[config.mk]
export PLATFORM = sky130hd
export DESIGN_NAME = sci_display_decoder
export DESIGN_NICKNAME = d
export VERILOG_FILES = /design/src/rtl/sci_display_decoder.sv
export SDC_FILE = /design/constraint.sdc
export NUM_CORES = 1
export LEC_CHECK = 0
export BUFFER_PORTS_ARGS = -buffer_cell sky130_fd_sc_hd__buf_2
export CORE_MARGIN = 2
export CORE_UTILIZATION = 35
export CTS_BUF_LIST = sky130_fd_sc_hd__clkbuf_8 sky130_fd_sc_hd__clkbuf_16
export CTS_CLUSTER_SIZE = 12
export DETAILED_ROUTE_END_ITERATION = 12
export PLACE_DENSITY_LB_ADDON = 0.12
export SLEW_MARGIN = 20
export SYNTH_ARGS = -nofsm -noshare
export SYNTH_HDL_FRONTEND = slang
export SYNTH_SLANG_ARGS = --single-unit
[constraint.sdc]
create_clock -name clk -period 4.4 [get_ports clk]
set_input_delay 0.88 -clock clk [delete_from_list [all_inputs] [get_ports clk]]
set_output_delay 0.88 -clock clk [all_outputs]
set_load 0.05 [all_outputs]
[src/rtl/sci_display_decoder.sv]
// sci_display_decoder: captures the four 7-segment display buses, decodes the glyphs
// back to BCD, validates the mantissa/E/exponent format and streams the expanded
// decimal value MSD-first over a valid/ready digit interface.
module sci_display_decoder #(
   parameter int unsigned SEG_ACTIVE_LOW = 1,
   parameter int unsigned MAX_EXP        = 9
) (
   input  logic       clk,
   input  logic       rst,
   input  logic       sample,
   input  logic [6:0] sev_seg0,
   input  logic [6:0] sev_seg1,
   input  logic [6:0] sev_seg2,
   input  logic [6:0] sev_seg3,
   output logic [3:0] digit_out,
   output logic       digit_valid,
   input  logic       digit_ready,
   output logic       digit_last,
   output logic [3:0] exp_out,
   output logic       busy,
   output logic       err
);

   localparam logic [3:0] GLYPH_E   = 4'hE;
   localparam logic [3:0] MAX_EXP_L = 4'(MAX_EXP);

   typedef enum logic [1:0] {
      IDLE    = 2'd0,
      CAPTURE = 2'd1,
      DECODE  = 2'd2,
      EMIT    = 2'd3
   } state_t;

   state_t     state_q, state_d;
   logic [6:0] raw0_q, raw1_q, raw2_q, raw3_q;
   // decoded glyphs: bit 4 = legal glyph, bits 3:0 = BCD value (E encoded as 4'hE)
   logic [4:0] msd_q, lsd_q, sep_q, exp_q;
   logic [3:0] cnt_q;
   logic [3:0] exp_q_out;
   logic       fmt_err;
   logic [3:0] total;

   // Map a glyph to {legal, value}; glyphs are normalised to active-low first.
   function automatic logic [4:0] glyph_to_bcd(input logic [6:0] g);
      logic [6:0] lo;
      lo = (SEG_ACTIVE_LOW != 0) ? g : ~g;
      case (lo)
         7'h40:   return {1'b1, 4'd0};
         7'h79:   return {1'b1, 4'd1};
         7'h24:   return {1'b1, 4'd2};
         7'h30:   return {1'b1, 4'd3};
         7'h19:   return {1'b1, 4'd4};
         7'h12:   return {1'b1, 4'd5};
         7'h02:   return {1'b1, 4'd6};
         7'h78:   return {1'b1, 4'd7};
         7'h00:   return {1'b1, 4'd8};
         7'h10:   return {1'b1, 4'd9};
         7'h06:   return {1'b1, GLYPH_E};
         default: return {1'b0, 4'd0};
      endcase
   endfunction

   // Format check on the decoded glyphs, consumed in DECODE.
   always_comb begin
      fmt_err = 1'b0;
      if (!(msd_q[4] && lsd_q[4] && sep_q[4] && exp_q[4])) fmt_err = 1'b1;
      if (sep_q[3:0] != GLYPH_E)                          fmt_err = 1'b1;
      if (msd_q[3:0] == GLYPH_E || lsd_q[3:0] == GLYPH_E) fmt_err = 1'b1;
      if (exp_q[3:0] == GLYPH_E || exp_q[3:0] > MAX_EXP_L) fmt_err = 1'b1;
   end

   // State register.
   always_ff @(posedge clk or negedge rst) begin
      if (!rst) state_q <= IDLE;
      else      state_q <= state_d;
   end

   // Next-state and outputs; the digit emitted is chosen by how far the remaining
   // count is below its starting value (exp + 2): msd first, lsd second, then zeros.
   always_comb begin
      state_d     = state_q;
      busy        = 1'b0;
      err         = 1'b0;
      digit_valid = 1'b0;
      digit_out   = '0;
      digit_last  = 1'b0;
      total       = exp_q_out + 4'd2;
      case (state_q)
         IDLE: begin
            if (sample) state_d = CAPTURE;
         end
         CAPTURE: begin
            busy    = 1'b1;
            state_d = DECODE;
         end
         DECODE: begin
            busy = 1'b1;
            if (fmt_err) begin
               err     = 1'b1;
               state_d = IDLE;
            end else begin
               state_d = EMIT;
            end
         end
         EMIT: begin
            busy        = 1'b1;
            digit_valid = 1'b1;
            digit_last  = (cnt_q == 4'd1);
            if (cnt_q == total)              digit_out = msd_q[3:0];
            else if (cnt_q == total - 4'd1)  digit_out = lsd_q[3:0];
            else                             digit_out = '0;
            if (digit_ready && cnt_q == 4'd1) state_d = IDLE;
         end
         default: state_d = IDLE;
      endcase
   end

   // Datapath: bus capture, glyph decode, count load and per-handshake count-down.
   always_ff @(posedge clk or negedge rst) begin
      if (!rst) begin
         raw0_q    <= '0;
         raw1_q    <= '0;
         raw2_q    <= '0;
         raw3_q    <= '0;
         msd_q     <= '0;
         lsd_q     <= '0;
         sep_q     <= '0;
         exp_q     <= '0;
         cnt_q     <= '0;
         exp_q_out <= '0;
      end else begin
         case (state_q)
            IDLE: begin
               if (sample) begin
                  raw0_q <= sev_seg0;
                  raw1_q <= sev_seg1;
                  raw2_q <= sev_seg2;
                  raw3_q <= sev_seg3;
               end
            end
            CAPTURE: begin
               msd_q <= glyph_to_bcd(raw0_q);
               lsd_q <= glyph_to_bcd(raw1_q);
               sep_q <= glyph_to_bcd(raw2_q);
               exp_q <= glyph_to_bcd(raw3_q);
            end
            DECODE: begin
               if (!fmt_err) begin
                  cnt_q     <= exp_q[3:0] + 4'd2;
                  exp_q_out <= exp_q[3:0];
               end
            end
            EMIT: begin
               if (digit_ready) cnt_q <= cnt_q - 4'd1;
            end
            default: ;
         endcase
      end
   end

   assign exp_out = exp_q_out;

endmodule

==> impl_metrics.py <==
metrics = {
    "layout": {
        "fillerInstances": 938,
        "area_growth_syn_to_layout_pct": 14.4,
        "antennaDiodeCount": 0,
        "nNetsFinal": 395,
        "drive_above_1_share_pct": 27.4,
    },
    "sta": {
        "report.final.slew_viol_count": 0,
        "hold_viol": 0,
        "rsz0062_at_grt": "no",
        "worstMarginPinSlew_ns": 0.785,
        "relSlewSlack_pct": 47.6,
        "period_minus_slack_ns": 3.30,
        "holdWs_ns": 0.475,
        "period_share_pct": 75.0,
        "fin_skew_ns": 0.0105,
        "setup_violations": 0,
        "max_freq_mhz": 303,
        "setup-tns-final_ns": 0,
    },
    "logic_synthesis": {
        "async_flop_share_pct": 100,
        "synth_seq_cells": 58,
        "yosys-top-cells-area": "dfrtp_1 45%, mux2_2 9.1%, o21ai_0 3.7%",
        "ys_warn_count": 0,
        "synth_edf_count": 0,
        "synth_cell_types": 55,
        "synth_most_common_cell": "dfrtp_1",
        "synthesis.nets": 358,
        "synth.top_cell.area_share_pct": 45.0,
        "synth_area_leader_cell": "dfrtp_1",
        "syn_avg_cell_area_sq_um": 10.1,
        "syn_inst": 320,
        "seq_area_frac_synth_pct": 45.0,
        "synth_flop_cell": "dfrtp_1",
        "netlist_area_sq_um": 3220,
        "netlist_top_cells_count": "58 x dfrtp_1, 26 x mux2_2, 24 x o21ai_0",
    },
    "die": {
        "io_pins": 44,
        "die-area_sq_um": 10000,
        "die-height_um": 100,
        "core_sq_um": 9110,
        "start_util_pct": 35.4,
        "dieWidth_um": 100,
        "rows": 35,
    },
    "critical_path": {
        "r2r-end": "exp_out[1]",
        "r2r_slack_ns": 2.32,
        "path_class": "reg -> out",
        "worstPathArrival_ns": 2.42,
        "required_ns": 3.52,
        "crit_path_end_kind": "primary output",
        "r2r-start": "lsd_q[1]",
        "r2r_cells": 4,
        "worstPathMaxFanout": 6,
        "cp-start-kind": "flop",
    },
    "placed_design": {
        "gp_congestion": 0.825,
        "numPortBuffers": 43,
        "hpwl_um": 5070,
    },
    "clock_tree": {
        "tritoncts": "built",
        "clock_path_buffers": 2,
        "cts.reportedPaths.clkPinSlew_ns": 0.06,
        "htree_levels": 3,
        "postCtsHoldBufs": 0,
        "root_buffer": "clkbuf_8",
        "cts_buffers": 9,
        "cts-resized-gates": 0,
        "post_cts_buffers": 0,
        "worstSkewPairLatency_ns": 0.33,
        "clkSinkCount": 58,
    },
    "hold_path": {
        "hold_end": "sep_q[0]",
        "hold_start": "sep_q[0]",
        "min_path_cells": 2,
        "holdCritPathClass": "reg -> reg",
    },
    "global_route": {
        "grt_max_degree": 35,
        "grt_pass1_vias": 2375,
        "grt_pass1_wl_um": 11900,
        "gr-usage-met2_pct": 22.1,
        "grt-ovfl-total": 0,
        "antenna_found_initial": 0,
        "track_usage_pct": 15.2,
        "gr-usage-met1_pct": 21.8,
        "grt.busiest_layer": "met2",
        "grt_use_met3_pct": 4.74,
    },
    "routing": {
        "firstDrtPassIters": 4,
        "route.vias.total": 2573,
        "wl_um": 7000,
        "viasPerCell": 5.45,
        "drcViolationCount": 0,
        "post_drt_wl_per_cell_um": 14.8,
        "ant_nets": 0,
        "drt_iter0_markers": 146,
    },
    "job": {
        "maxCapViolCount": 0,
    },
    "pwr": {
        "power.leakage_nw": 1.61,
        "vdd_drop_max_uv": 280,
        "pwr_density_cell_nw_per_um2": 668,
    },
    "run_status": {
        "status": "finished clean",
    },
}
==> how the worst max path moves through the flow <==
| stage | from | to | slack [ns] | depth (start not counted) |
|---|---|---|---|---|
| after global routing | exp_out[1] | digit_out[0] | 0.95 | 6 |
| after detailed placement | exp_out[1] | digit_out[1] | 1.45 | 6 |
| final | exp_out[1] | digit_out[1] | 1.10 | 6 |
| after global placement | exp_out[1] | digit_out[1] | 1.52 | 6 |
| after floorplan | exp_out[1] | digit_out[0] | 1.37 | 5 |
| after CTS | exp_out[1] | digit_out[1] | 1.08 | 6 |
==> per-layer routing <==
layer	routed length, um	share of wire (%)
met1	3660	52
met2	3010	43
met3	265	3.8
met4	64	0.91
met5	0	0
==> metrics by stage <==
| step | setup WS (ns) | cells | utilization (%) | total power, mW | instance area [sq um] |
|---|---|---|---|---|---|
| floorplan | 1.37 | 320 | - | 1.81 | 3220 |
| global placement | 1.52 | 457 | 38.6 | 2.04 | 3520 |
| detailed placement | 1.45 | 457 | 38.6 | 2.05 | 3520 |
| CTS | 1.08 | 472 | 40.5 | 2.49 | 3690 |
| global route | 0.948 | 472 | 40.5 | 2.69 | 3690 |
| finish | 1.10 | 472 | 40.5 | 2.46 | 3690 |
==> flip-flops by register name, summed over array words and instances, names as in the netlist, 5 cells and up <==
register,cells
raw0_q,7
raw1_q,7
raw2_q,7
raw3_q,7
exp_q,5
lsd_q,5
msd_q,5
sep_q,5
==> area by class of cell <==
cell class              instances  area, sq um  area share, %
multi-input cells             229         1640           44.5
flip-flops and latches         58         1450           39.3
repair buffers                 46          238           6.45
clock buffers                  11          151           4.10
well taps                     111          139           3.77
inverters                      13         48.8           1.32
clock inverters                 4         18.8          0.509
==> layout by cell type, fill, tap and decap left out, types with 4 or more instances in the layout <==
cell type  instances
a21oi_1            9
a22o_2             4
a31oi_1            8
and3b_1            4
and4b_1            6
buf_2             43
clkbuf_8          11
dfrtp_1           58
ha_1               6
inv_1             14
mux2_2            26
nand2_1           21
nand2b_1           6
nand3_1            7
nor2_1            20
nor2b_1            4
nor3_1             7
nor4_1             4
nor4b_1            5
o21ai_0           24
or4_1              5
xnor2_1            5
xor2_1             6
==> logic make-up (layout without fill, tap and decap cells) <==
family	count (synthesis)	after routing	synth area share [%]
AOI/OAI and AO/OA	77	77	16.9
xor gates and xnor gates	11	11	2.99
adders and majority gates	6	6	2.33
buffers and inverters	33	74	4.07
DFF	58	58	45.0
muxes	28	28	9.70
and+or+nand+nor	107	107	19.0
==> critical path, stage by stage (launching register included) <==
cell and delay (ns):
dfrtp_1 0.44, ha_1 0.34, xor2_1 0.19, or2_2 0.30, a221oi_2 0.36, a22o_2 0.21
buf_2 0.25
==> power by group <==
group / switching [mW] / total [mW] / leakage, nW / internal, mW
sequential: 0.363 / 1.14 / 0.715 / 0.775
combinational: 0.446 / 0.897 / 0.802 / 0.451
clock: 0.201 / 0.428 / 0.0961 / 0.227
Note: power is estimated with default switching activity, not from simulation.
